### config.mk
export PLATFORM = sky130hd
export DESIGN_NAME = i2c_master_arbiter_flat
export DESIGN_NICKNAME = d
export VERILOG_FILES = /design/src/rtl/i2c_master_arbiter_pkg.sv /design/src/rtl/i2c_master_arbiter_if.sv /design/src/rtl/i2c_master_arbiter_rr.sv /design/src/rtl/i2c_master_arbiter.sv /design/src/flat_wrapper.sv
export SDC_FILE = /design/constraint.sdc
export NUM_CORES = 1
export LEC_CHECK = 0
export ABC_AREA = 0
export CAP_MARGIN = 20
export CORE_UTILIZATION = 40
export DETAILED_ROUTE_END_ITERATION = 10
export GPL_TIMING_DRIVEN = 0
export PLACE_DENSITY_LB_ADDON = 0.25
export SYNTH_ARGS = -nofsm -noshare
export SYNTH_HDL_FRONTEND = slang
export SYNTH_SLANG_ARGS = --single-unit
export TNS_END_PERCENT = 20
### constraint.sdc
create_clock -name clk -period 2.6 [get_ports clk]
set_input_delay 0.52 -clock clk [delete_from_list [all_inputs] [get_ports clk]]
set_output_delay 0.52 -clock clk [all_outputs]
set_load 0.05 [all_outputs]
### src/rtl/i2c_master_arbiter_pkg.sv
// Shared types and constants for the two-requester I2C master arbiter.
package i2c_arb_pkg;
   localparam int NUM_REQ         = 2;
   localparam int TIMEOUT_DEFAULT = 255;

   typedef enum logic [1:0] {
      IDLE   = 2'd0,
      LAUNCH = 2'd1,
      WAIT   = 2'd2,
      RESP   = 2'd3
   } state_t;

   function automatic logic [NUM_REQ-1:0] onehot(input logic idx);
      logic [NUM_REQ-1:0] v;
      v      = '0;
      v[idx] = 1'b1;
      return v;
   endfunction
endpackage

### src/rtl/i2c_master_arbiter_if.sv
// Requester-side and I2C-master-side signals of the arbiter, bundled as one bus.
interface i2c_master_arbiter_if;
   import i2c_arb_pkg::*;

   logic [NUM_REQ-1:0] req;
   logic [7:0]         addr0;
   logic [7:0]         addr1;
   logic [7:0]         wdata0;
   logic [7:0]         wdata1;
   logic [NUM_REQ-1:0] ack;
   logic [7:0]         rdata;
   logic               err;
   logic               busy;
   logic [7:0]         master_addr;
   logic [7:0]         data_in;
   logic               enable;
   logic [7:0]         dataout;
   logic               done;

   modport master (
      input  req, addr0, addr1, wdata0, wdata1, dataout, done,
      output ack, rdata, err, busy, master_addr, data_in, enable
   );

   modport slave (
      output req, addr0, addr1, wdata0, wdata1, dataout, done,
      input  ack, rdata, err, busy, master_addr, data_in, enable
   );
endinterface

### src/rtl/i2c_master_arbiter_rr.sv
// Two-way round-robin grant; the pointer remembers the last served requester.
module i2c_rr_arb2
   import i2c_arb_pkg::*;
(
   input  logic               clk,
   input  logic               rst_n,
   input  logic [NUM_REQ-1:0] req,
   input  logic               upd,
   input  logic               upd_idx,
   output logic               gnt_idx
);
   logic last;

   // Reset value 1 makes requester 0 win the first tie.
   always_ff @(posedge clk or negedge rst_n) begin
      if (!rst_n)   last <= 1'b1;
      else if (upd) last <= upd_idx;
   end

   always_comb begin
      gnt_idx = 1'b0;
      case (req)
         2'b10:   gnt_idx = 1'b1;
         2'b11:   gnt_idx = ~last;
         default: gnt_idx = 1'b0;
      endcase
   end
endmodule

### src/rtl/i2c_master_arbiter.sv
// Shares one I2C master between two requesters: grant, launch, wait for done or timeout, respond.
module i2c_master_arbiter
   import i2c_arb_pkg::*;
#(
   parameter int TIMEOUT_CYCLES = TIMEOUT_DEFAULT
)
(
   input  logic                 clk,
   input  logic                 rst_n,
   i2c_master_arbiter_if.master bus
);
   localparam logic [15:0] CNT_LAST = 16'(TIMEOUT_CYCLES - 1);

   state_t             state;
   state_t             next_state;
   logic [15:0]        cnt;
   logic               timeout;
   logic               gnt;
   logic               gnt_q;
   logic               enable_d;
   logic               busy_d;
   logic [NUM_REQ-1:0] ack_d;

   i2c_rr_arb2 u_arb (
      .clk     (clk),
      .rst_n   (rst_n),
      .req     (bus.req),
      .upd     (state == RESP),
      .upd_idx (gnt_q),
      .gnt_idx (gnt)
   );

   assign timeout = (cnt == CNT_LAST);

   always_ff @(posedge clk or negedge rst_n) begin
      if (!rst_n) state <= IDLE;
      else        state <= next_state;
   end

   always_comb begin
      next_state = state;
      case (state)
         IDLE:    if (|bus.req) next_state = LAUNCH;
         LAUNCH:  next_state = WAIT;
         WAIT:    if (bus.done || timeout) next_state = RESP;
         RESP:    next_state = IDLE;
         default: next_state = IDLE;
      endcase
   end

   // Strobes are decoded from the current state and registered, so each lags its state by one cycle.
   always_comb begin
      enable_d = (state == LAUNCH);
      busy_d   = (state != IDLE);
      ack_d    = (state == RESP) ? onehot(gnt_q) : '0;
   end

   always_ff @(posedge clk or negedge rst_n) begin
      if (!rst_n) begin
         cnt             <= '0;
         gnt_q           <= 1'b0;
         bus.enable      <= 1'b0;
         bus.busy        <= 1'b0;
         bus.ack         <= '0;
         bus.rdata       <= '0;
         bus.err         <= 1'b0;
         bus.master_addr <= '0;
         bus.data_in     <= '0;
      end else begin
         bus.enable <= enable_d;
         bus.busy   <= busy_d;
         bus.ack    <= ack_d;
         cnt        <= (state == WAIT) ? cnt + 16'd1 : 16'd0;
         if (state == IDLE && |bus.req) begin
            gnt_q           <= gnt;
            bus.master_addr <= gnt ? bus.addr1  : bus.addr0;
            bus.data_in     <= gnt ? bus.wdata1 : bus.wdata0;
         end
         // done has priority over a timeout landing in the same cycle.
         if (state == WAIT) begin
            if (bus.done) begin
               bus.rdata <= bus.dataout;
               bus.err   <= 1'b0;
            end else if (timeout) begin
               bus.rdata <= 8'h00;
               bus.err   <= 1'b1;
            end
         end
      end
   end
endmodule
### src/flat_wrapper.sv
// flat-port wrapper written by rule: the top's interface ports become plain ports
module i2c_master_arbiter_flat import i2c_arb_pkg::*;
#(
   parameter int TIMEOUT_CYCLES = TIMEOUT_DEFAULT
)
  (clk, rst_n, bus_req, bus_addr0, bus_addr1, bus_wdata0, bus_wdata1, bus_dataout, bus_done, bus_ack, bus_rdata, bus_err, bus_busy, bus_master_addr, bus_data_in, bus_enable);
  i2c_master_arbiter_if bus_i ();
  input  logic clk;
  input  logic rst_n;
  input wire logic [$bits(bus_i.req)-1:0] bus_req;
  input wire logic [$bits(bus_i.addr0)-1:0] bus_addr0;
  input wire logic [$bits(bus_i.addr1)-1:0] bus_addr1;
  input wire logic [$bits(bus_i.wdata0)-1:0] bus_wdata0;
  input wire logic [$bits(bus_i.wdata1)-1:0] bus_wdata1;
  input wire logic [$bits(bus_i.dataout)-1:0] bus_dataout;
  input wire logic [$bits(bus_i.done)-1:0] bus_done;
  output wire logic [$bits(bus_i.ack)-1:0] bus_ack;
  output wire logic [$bits(bus_i.rdata)-1:0] bus_rdata;
  output wire logic [$bits(bus_i.err)-1:0] bus_err;
  output wire logic [$bits(bus_i.busy)-1:0] bus_busy;
  output wire logic [$bits(bus_i.master_addr)-1:0] bus_master_addr;
  output wire logic [$bits(bus_i.data_in)-1:0] bus_data_in;
  output wire logic [$bits(bus_i.enable)-1:0] bus_enable;
  assign bus_i.req = bus_req;
  assign bus_i.addr0 = bus_addr0;
  assign bus_i.addr1 = bus_addr1;
  assign bus_i.wdata0 = bus_wdata0;
  assign bus_i.wdata1 = bus_wdata1;
  assign bus_i.dataout = bus_dataout;
  assign bus_i.done = bus_done;
  assign bus_ack = bus_i.ack;
  assign bus_rdata = bus_i.rdata;
  assign bus_err = bus_i.err;
  assign bus_busy = bus_i.busy;
  assign bus_master_addr = bus_i.master_addr;
  assign bus_data_in = bus_i.data_in;
  assign bus_enable = bus_i.enable;
  i2c_master_arbiter #(.TIMEOUT_CYCLES(TIMEOUT_CYCLES)) u_core (.clk(clk), .rst_n(rst_n), .bus(bus_i));
endmodule
After elaboration in Yosys (flattened, before gate mapping)
Cells that the tools add are included.
{ "totals": {"register_bits": 49, "input_bits": 45, "out_inout_bits": 29, "wordCells": 46} }
{ "classes": {"addsub": 1, "magnitude_cmp": 2, "eq_ne": 8, "n_mux": 14, "bitwise_logic": 1, "reduce_logical": 9} }
{ "ops": {"columns": ["operator", "n"], "rows": [
  ["$mux W8", 4],
  ["$add A16 B1 Y16 const B", 1],
  ["$eq A16 B8 Y1 const B", 1],
  ["$mux W16", 1],
  ["$eq A2 B2 Y1 const B", 4],
  ["$pmux W2 S4", 1],
  ["$mux W2", 3],
  ["$reduce_and A2 Y1", 2],
  ["$reduce_bool A2 Y1", 2],
  ["$mux W1", 3],
  ["$eq A2 B1 Y1 const B", 1],
  ["$logic_and A1 B1 Y1", 2],
  ["$logic_not A2 Y1", 1],
  ["$lt A1 B2 Y1 const B", 1],
  ["$ne A2 B1 Y1 const B", 1],
  ["$ne A2 B2 Y1 const B", 1],
  ["$pmux W1 S2", 1],
  ["$reduce_or A2 Y1", 1],
  ["$demux W1 S1", 1],
  ["$ge A1 B1 Y1 const B", 1],
  ["$logic_or A1 B1 Y1", 1],
  ["$not A1 Y1", 1]
]} }

Longest topological paths before layout
{ "depth": {"ltp_word": 5, "depth_mapped": 6, "depth_no_buf": 6} }

Modules after synthesis
A second synthesis with hierarchy kept.
{ "hier_totals": {"hier_cells": 225, "hier_area_um2": 2338.5} }
{ "modules_own_cells": {"columns": ["mod", "instances", "cells_each", "area_each_um2", "seq_area_each_um2"], "rows": [
  ["i2c_master_arbiter", 1, 222, 2289.7, 1201.2],
  ["i2c_rr_arb2", 1, 3, 48.8, 26.3]
]} }

Worst setup path after synthesis
No wires, ideal clock.
{ "synth_timing": {"path_kind": "flip-flop to flip-flop", "start": "register u_core.cnt[8]", "end": "register u_core.state[1]", "setup_time_ps": 127, "arrival_ps": 1755, "required_time_ps": 2473, "slack_ps": 718, "stages_incl_launch_ff": 5, "n_path_buf": 0, "synth_period_minus_slack_ps": 1882, "path_cell_list": "dfrtp_1 > or4_4 > nor4_4 > o32a_2 > mux2_1"} }
{ "synth_via": {"elab_chain_len": 4} }
{ "synth_lines": {"columns": ["item", "line_no", "source"], "rows": [
  ["start, declared", "i2c_master_arbiter.sv:16", "logic [15:0] cnt;"],
  ["start signal, assigned", "i2c_master_arbiter.sv:73", "cnt <= (state == WAIT) ? cnt + 16'd1 : 16'd0;"],
  ["$eq A16 B8 Y1", "i2c_master_arbiter.sv:33", "assign timeout = (cnt == CNT_LAST);"],
  ["$logic_or A1 B1 Y1", "i2c_master_arbiter.sv:45", "WAIT: if (bus.done || timeout) next_state = RESP;"],
  ["$ne A2 B1 Y1 (no source line)", null, null],
  ["$reduce_and A2 Y1 (no source line)", null, null],
  ["end signal, assigned", "i2c_master_arbiter.sv:37", "else state <= next_state;"],
  ["end, declared", "i2c_master_arbiter.sv:14", "state_t state;"]
]} }
Every way passes these cells.
A chain may end at the register's enable or synchronous reset.

Worst setup path in the final report
{ "layout_timing": {"start": "register u_core.bus.data_in[5]", "end": "output bus_data_in[5]"} }
{ "layout_lines": {"columns": ["item", "line_no", "source"], "rows": [
  ["start, declared", "i2c_master_arbiter_if.sv:22", "output ack, rdata, err, busy, master_addr, data_in, enable"],
  ["start signal, assigned", "i2c_master_arbiter.sv:77", "bus.data_in <= gnt ? bus.wdata1 : bus.wdata0;"],
  ["end, declared", "flat_wrapper.sv:22", "output wire logic [$bits(bus_i.data_in)-1:0] bus_data_in;"]
]} }
No word-level cell between the ends.

==> impl_metrics.py <==
metrics = {
    "clocking": {
        "htreeDepth": 2,
        "cts_buffer_depth": 2,
        "numCtsBuffers": 5,
        "cts_resized": 0,
        "post-cts-setup-buffer-count": 0,
        "cts_root_buf": "clkbuf_8",
        "cts_sinks": 49,
        "path_clk_slew_ns": 0.09,
        "clock_latency_ns": 0.30,
        "ctsHoldBuffers": 0,
        "cts_tree": "built",
    },
    "placed_design": {
        "port_buffers": 73,
        "place_ws_ns": 0.275,
        "globalplace.congestion": 0.757,
        "place_hpwl_um": 3480,
    },
    "timing": {
        "worst_pin_slew_ns": 0.543,
        "slew_viol_final": 0,
        "fin_crit_ns": 2.01,
        "finalHoldViolCount": 0,
        "setup_slack_ns": 0.586,
        "final-setup-viol-count": 0,
        "period_share": 0.775,
        "setup_tns_ns": 0,
        "relSlewSlack": 0.637,
        "fin_skew_ns": 0.00801,
        "fmax_mhz": 496,
        "rsz0062_at_grt": "false",
    },
    "floorplanning": {
        "die_area_mm2": 0.00586,
        "start_util": 0.425,
        "core_mm2": 0.00524,
        "top_level_ports": 74,
        "rows": 26,
        "die-width_um": 76.6,
        "die_h_um": 76.6,
    },
    "drt": {
        "routedWlPerCell_um": 13.6,
        "vias": 1700,
        "drt_pass1_iterations": 4,
        "viasPerCell": 4.89,
        "ant_nets": 0,
        "remaining_drc_errors": 0,
        "drtIter0Drc": 111,
        "wirelength_um": 4750,
    },
    "logic_synthesis": {
        "yosys.area.top_type": "dfrtp_1",
        "synthCells": 196,
        "synthFlopType": "dfrtp_1",
        "synth_commonest_cells": "dfrtp_1, nand2_1, o21ai_0",
        "netlist_area_mm2": 0.00222,
        "synth_enable_flop_cells": 0,
        "synth_seq_cells": 49,
        "ys_types": 34,
        "ys_seq_area_frac": 0.552,
        "ys_warn_count": 0,
        "avgSynthCellArea_um2": 11.4,
        "synthTopCellsByArea": "dfrtp_1, mux2i_1, o21ai_0",
        "yosysMostFrequentCell": "dfrtp_1",
        "syn-num-nets": 247,
        "synth_top_area_frac": 0.540,
        "synth-async-reset-ratio": 1.00,
    },
    "global_routing": {
        "grt_max_degree": 41,
        "overflow": 0,
        "track_usage": 0.175,
        "grt_pass1_vias": 1672,
        "grt_pass1_wl_um": 8090,
        "antenna_found_initial": 0,
    },
    "layout": {
        "syn_to_final_growth_pct": 42.7,
        "final_core_util": 0.606,
        "drive_above_1_share": 0.0647,
        "antenna_cells": 0,
        "fillers": 431,
        "nets": 328,
    },
    "critical_path": {
        "cp.buffers_inverters": 1,
        "cp_top_family": "buffers and inverters",
        "cp_slowest_cell": "clkdlybuf4s50_1",
        "critPathCaptureType": "output port",
        "path_class": "reg -> out",
        "slowest_delay_ns": 0.83,
        "r2r_slack_ns": 0.59,
        "crit_chain": "clkdlybuf4s50_1",
        "worstSetupStartpointType": "register",
        "cp.required_ns": 2.08,
        "path_max_fanout": 2,
        "cp.arrival_ns": 1.49,
    },
    "flow_run": {
        "maxCapViolCount": 0,
    },
    "power_and_ir_drop": {
        "internal_power_uw": 1960,
        "power_uw": 3490,
        "switchingPower_uw": 1520,
        "pwr-share-seq": 0.332,
        "p_leak_uw": 0.00143,
        "swShare": 0.437,
        "combPwrFrac": 0.510,
        "peakVddDrop_v": 0.000643,
        "power.density_mw_per_mm2": 1100,
        "clock_power_share": 0.158,
    },
    "hold_path": {
        "min_path_type": "in -> async",
    },
    "outcome": {
        "status": "completed",
    },
}
-- worst paths after layout --
check / from / to / cells past startpoint
min in group clk: u_core.bus.data_in[1]$_DFFE_PN0P_ / u_core.bus.data_in[1]$_DFFE_PN0P_ / 2
worst max register to register: u_core.cnt[8]$_DFF_PN0_ / u_core.state[1]$_DFFE_PN0P_ / 4
worst min-delay path: rst_n / u_core.cnt[4]$_DFF_PN0_ / 1
max in group asynchronous: rst_n / u_core.u_arb.last$_DFFE_PN1N_ / 2
worst min register to register: u_core.bus.data_in[1]$_DFFE_PN0P_ / u_core.bus.data_in[1]$_DFFE_PN0P_ / 2
worst max-delay path: u_core.bus.data_in[5]$_DFFE_PN0P_ / bus_data_in[5] / 1
-- kinds of logic (layout without fill, tap and decap cells) --
family | Yosys count | count (layout) | share of synthesized area
buffers and inverters | 14 | 96 | 0.0247
flip-flops | 49 | 49 | 0.552
XOR/XNOR | 11 | 11 | 0.0433
AND/OR/NAND/NOR | 61 | 61 | 0.155
multiplexers | 18 | 18 | 0.0821
adder cells (fa/ha/maj) | 6 | 6 | 0.0337
AO/OA/AOI/OAI | 37 | 37 | 0.109
-- layout make-up --
class,instances,area [µm²],area share
clock inverters,1,30.0,0.00946
flip-flops and latches,49,1230,0.387
clock buffers,7,86.3,0.0272
repair buffers,74,746,0.235
well taps,70,87.6,0.0276
plain buffers,8,32.5,0.0102
multi-input cells,133,942,0.297
inverters,6,22.5,0.00710
-- power groups by stage --
stage | logic (µW) | registers, µW | clock network, µW
after floorplan | 446 | 1860 | 0
after global placement | 1770 | 1160 | 0
after detailed placement | 1780 | 1170 | 0
after CTS | 1800 | 1160 | 566
after global routing | 1890 | 1190 | 597
final | 1780 | 1160 | 551
-- placed cells by master, fill, tap and decap left out, types with 2 or more instances in the layout --
master,Yosys,routed
nor2b_1,3,3
nand4_1,2,2
nand3_1,5,5
xor2_1,8,8
xnor2_1,3,3
a21boi_0,4,4
mux2i_1,16,16
nor3_1,3,3
nor2_1,2,2
clkbuf_1,5,6
nand2_1,20,20
clkdlybuf4s50_1,0,72
a22o_1,9,9
and2_1,13,13
nor4_1,4,4
or3_1,4,4
ha_1,6,6
o21ai_0,19,19
inv_1,6,6
dfrtp_1,48,48
clkbuf_8,0,6
buf_2,2,3
-- state kept, by name, indices dropped and copies added, names as in the netlist --
register and cells:
u_core.bus.ack 2, u_core.bus.rdata 8, u_core.bus.data_in 8, u_core.gnt_q 1, u_core.state 2, u_core.bus.busy 1, u_core.cnt 16, u_core.bus.err 1
u_core.bus.master_addr 8, u_core.u_arb.last 1, u_core.bus.enable 1
-- worst register-to-register path: stages (launching register included) --
cell and delay (ns):
dfrtp_1 0.44, or4_4 0.56, nor4_4 0.34, o32a_2 0.23
mux2_1 0.32
-- per-layer routing --
metal	vias up	track usage	part of all wire
li1	845	-	-
met1	802	0.251	0.49
met2	48	0.263	0.46
met3	5	0.0347	0.040
met4	0	0.0635	0.011
met5	-	0	0
-- stage by stage --
stage,std cells,instance area [µm²],hold slack [ns]
after floorplan,196,2220,0.224
after global placement,339,3040,0.462
after detailed placement,340,3060,0.407
after CTS,348,3170,0.0800
after global routing,348,3170,0.0823
final,348,3170,0.0861
Note: power is estimated with default switching activity, not from simulation.
==> edit: new RTL, same flow settings <==
`NUM_REQ`: 2 -> 4.
--- a/src/rtl/i2c_master_arbiter_pkg.sv
+++ b/src/rtl/i2c_master_arbiter_pkg.sv
@@ -1,5 +1,5 @@
 // Shared types and constants for the two-requester I2C master arbiter.
 package i2c_arb_pkg;
-   localparam int NUM_REQ         = 2;
+   localparam int NUM_REQ         = 4;
    localparam int TIMEOUT_DEFAULT = 255;
 
Interface: changed (resized bus_ack and bus_req); port bits go from 74 to 78. No check against the original RTL was run, so the function may have changed too.
==> edit against the original RTL <==
Critical path depth rose by 5. Cell area barely moved. Routed wire length rose by 2.4%. Area after synthesis rose by 0.51%. Sequential cell count did not move. Power fell by 3.6%. Worst setup slack got worse by 0.23 ns. Clock power fell by 21%. Critical endpoint is now u_core.bus.data_in[7]$_DFFE_PN0P_.
==> edit: results <==
[power]
power.leakage_nw = 1.43
p_sw_mw = 1.54
ir_drop_uv = 640

[global_route]
grt_max_degree = 32
gr-usage-all-layers = 0.181
grt_pass1_wl_um = 8370
grt_pass1_vias = 1806

[critical_path]
rrSetupSlack_ns = 0.74
required_ns = 2.77
critPathMaxStageDelay_ns = 0.49
cp_slowest_cell = nor4_1
r2r_cells = 5
cp_max_fo = 10

[sta]
relSlewSlack = 0.651
clock_skew_ns = 0.00411
hold_ws_ns = 0.154

[final_layout]
final_nets = 341
fillers = 464
fin_cells = 359
layout-drive-gt1-share = 0.0623

[clock_tree]
h-tree-depth = 2

[route]
drt_iter0_drc = 116
avgViaCountPerCell = 4.95
drt-total-wl_um = 4860

[place]
dp_cells = 351
place.gp.congestion = 0.798
portBuffers = 75
hpwl_um = 3640
placed_area_mm2 = 0.00309

[logic_synthesis]
ys_top_cells_by_area = dfrtp_1, mux2i_1, o21ai_0
synth_area_per_cell_um2 = 11.0
synth_seq_area_share = 0.549
synth_ff_type = dfrtp_1
ys_types = 38
synth_common_cells = dfrtp_1, nand2_1, o21ai_0, mux2i_1, nor2_1

[run_status]
outcome = finished, final reports clean
edit: cell types whose count changed after synthesis, sizes merged, moves of 3 or more:
cell and delta:
and2 -10, nand4 +4, nor2 +12, nand2 +3, a21boi -4, clkbuf +3
edit: metrics by stage:
| step | worst slack [ns] | utilization | setup TNS, ns |
|---|---|---|---|
| floorplan | 0.854 | - | 0 |
| global placement | -0.420 | 0.588 | -20.05 |
| detailed placement | 0.0164 | 0.591 | 0 |
| CTS | 0.345 | 0.607 | 0 |
| global route | 0.155 | 0.607 | 0 |
| finish | 0.360 | 0.607 | 0 |
edit: worst paths after layout:
kind | from | end
min in group clk | u_core.gnt_q$_DFFE_PN0P_ | u_core.bus.ack[0]$_DFF_PN0_
max in group asynchronous | rst_n | u_core.u_arb.last$_DFFE_PN1N_
setup / recovery | bus_req[1] | u_core.bus.data_in[7]$_DFFE_PN0P_
hold reg to reg | u_core.gnt_q$_DFFE_PN0P_ | u_core.bus.ack[0]$_DFF_PN0_
hold / removal | rst_n | u_core.cnt[9]$_DFF_PN0_
setup reg to reg | u_core.state[0]$_DFFE_PN0P_ | u_core.state[1]$_DFFE_PN0P_
edit: logic make-up (layout without fill, tap and decap cells):
kind of cell	count (synthesis)	after routing	synth area share
xor gates and xnor gates	11	11	0.0431
DFF	49	49	0.549
other	1	2	0.00168
muxes	18	18	0.0834
adders and majority gates	6	6	0.0336
AOI/OAI and AO/OA	36	36	0.104
and+or+nand+nor	66	66	0.153
buffers and inverters	17	101	0.0325
edit: area by class of cell:
type                    count  area (um2)  share of cell area
repair buffers             76         766               0.241
clock inverters             1        7.51             0.00236
clock buffers               7        76.3              0.0240
plain buffers              11        50.0              0.0158
well taps                  70        87.6              0.0276
multi-input cells         139         940               0.296
flip-flops and latches     49        1230               0.386
inverters                   6        22.5             0.00709
edit: power groups by stage:
| stage | sequential [mW] | clock, mW | combinational, mW |
|---|---|---|---|
| after detailed placement | 1.16 | 0 | 1.79 |
| after CTS | 1.15 | 0.451 | 1.80 |
| final | 1.15 | 0.438 | 1.78 |
| after global routing | 1.18 | 0.477 | 1.90 |
| after floorplan | 1.85 | 0 | 0.450 |
| after global placement | 1.15 | 0 | 1.77 |
edit: metal layers:
layer / routed length, um / GRT usage / part of all wire
met1: 2240 / 0.226 / 0.46
met2: 2120 / 0.286 / 0.44
met3: 433 / 0.0726 / 0.089
met4: 68 / 0.0577 / 0.014
met5: 0 / 0 / 0
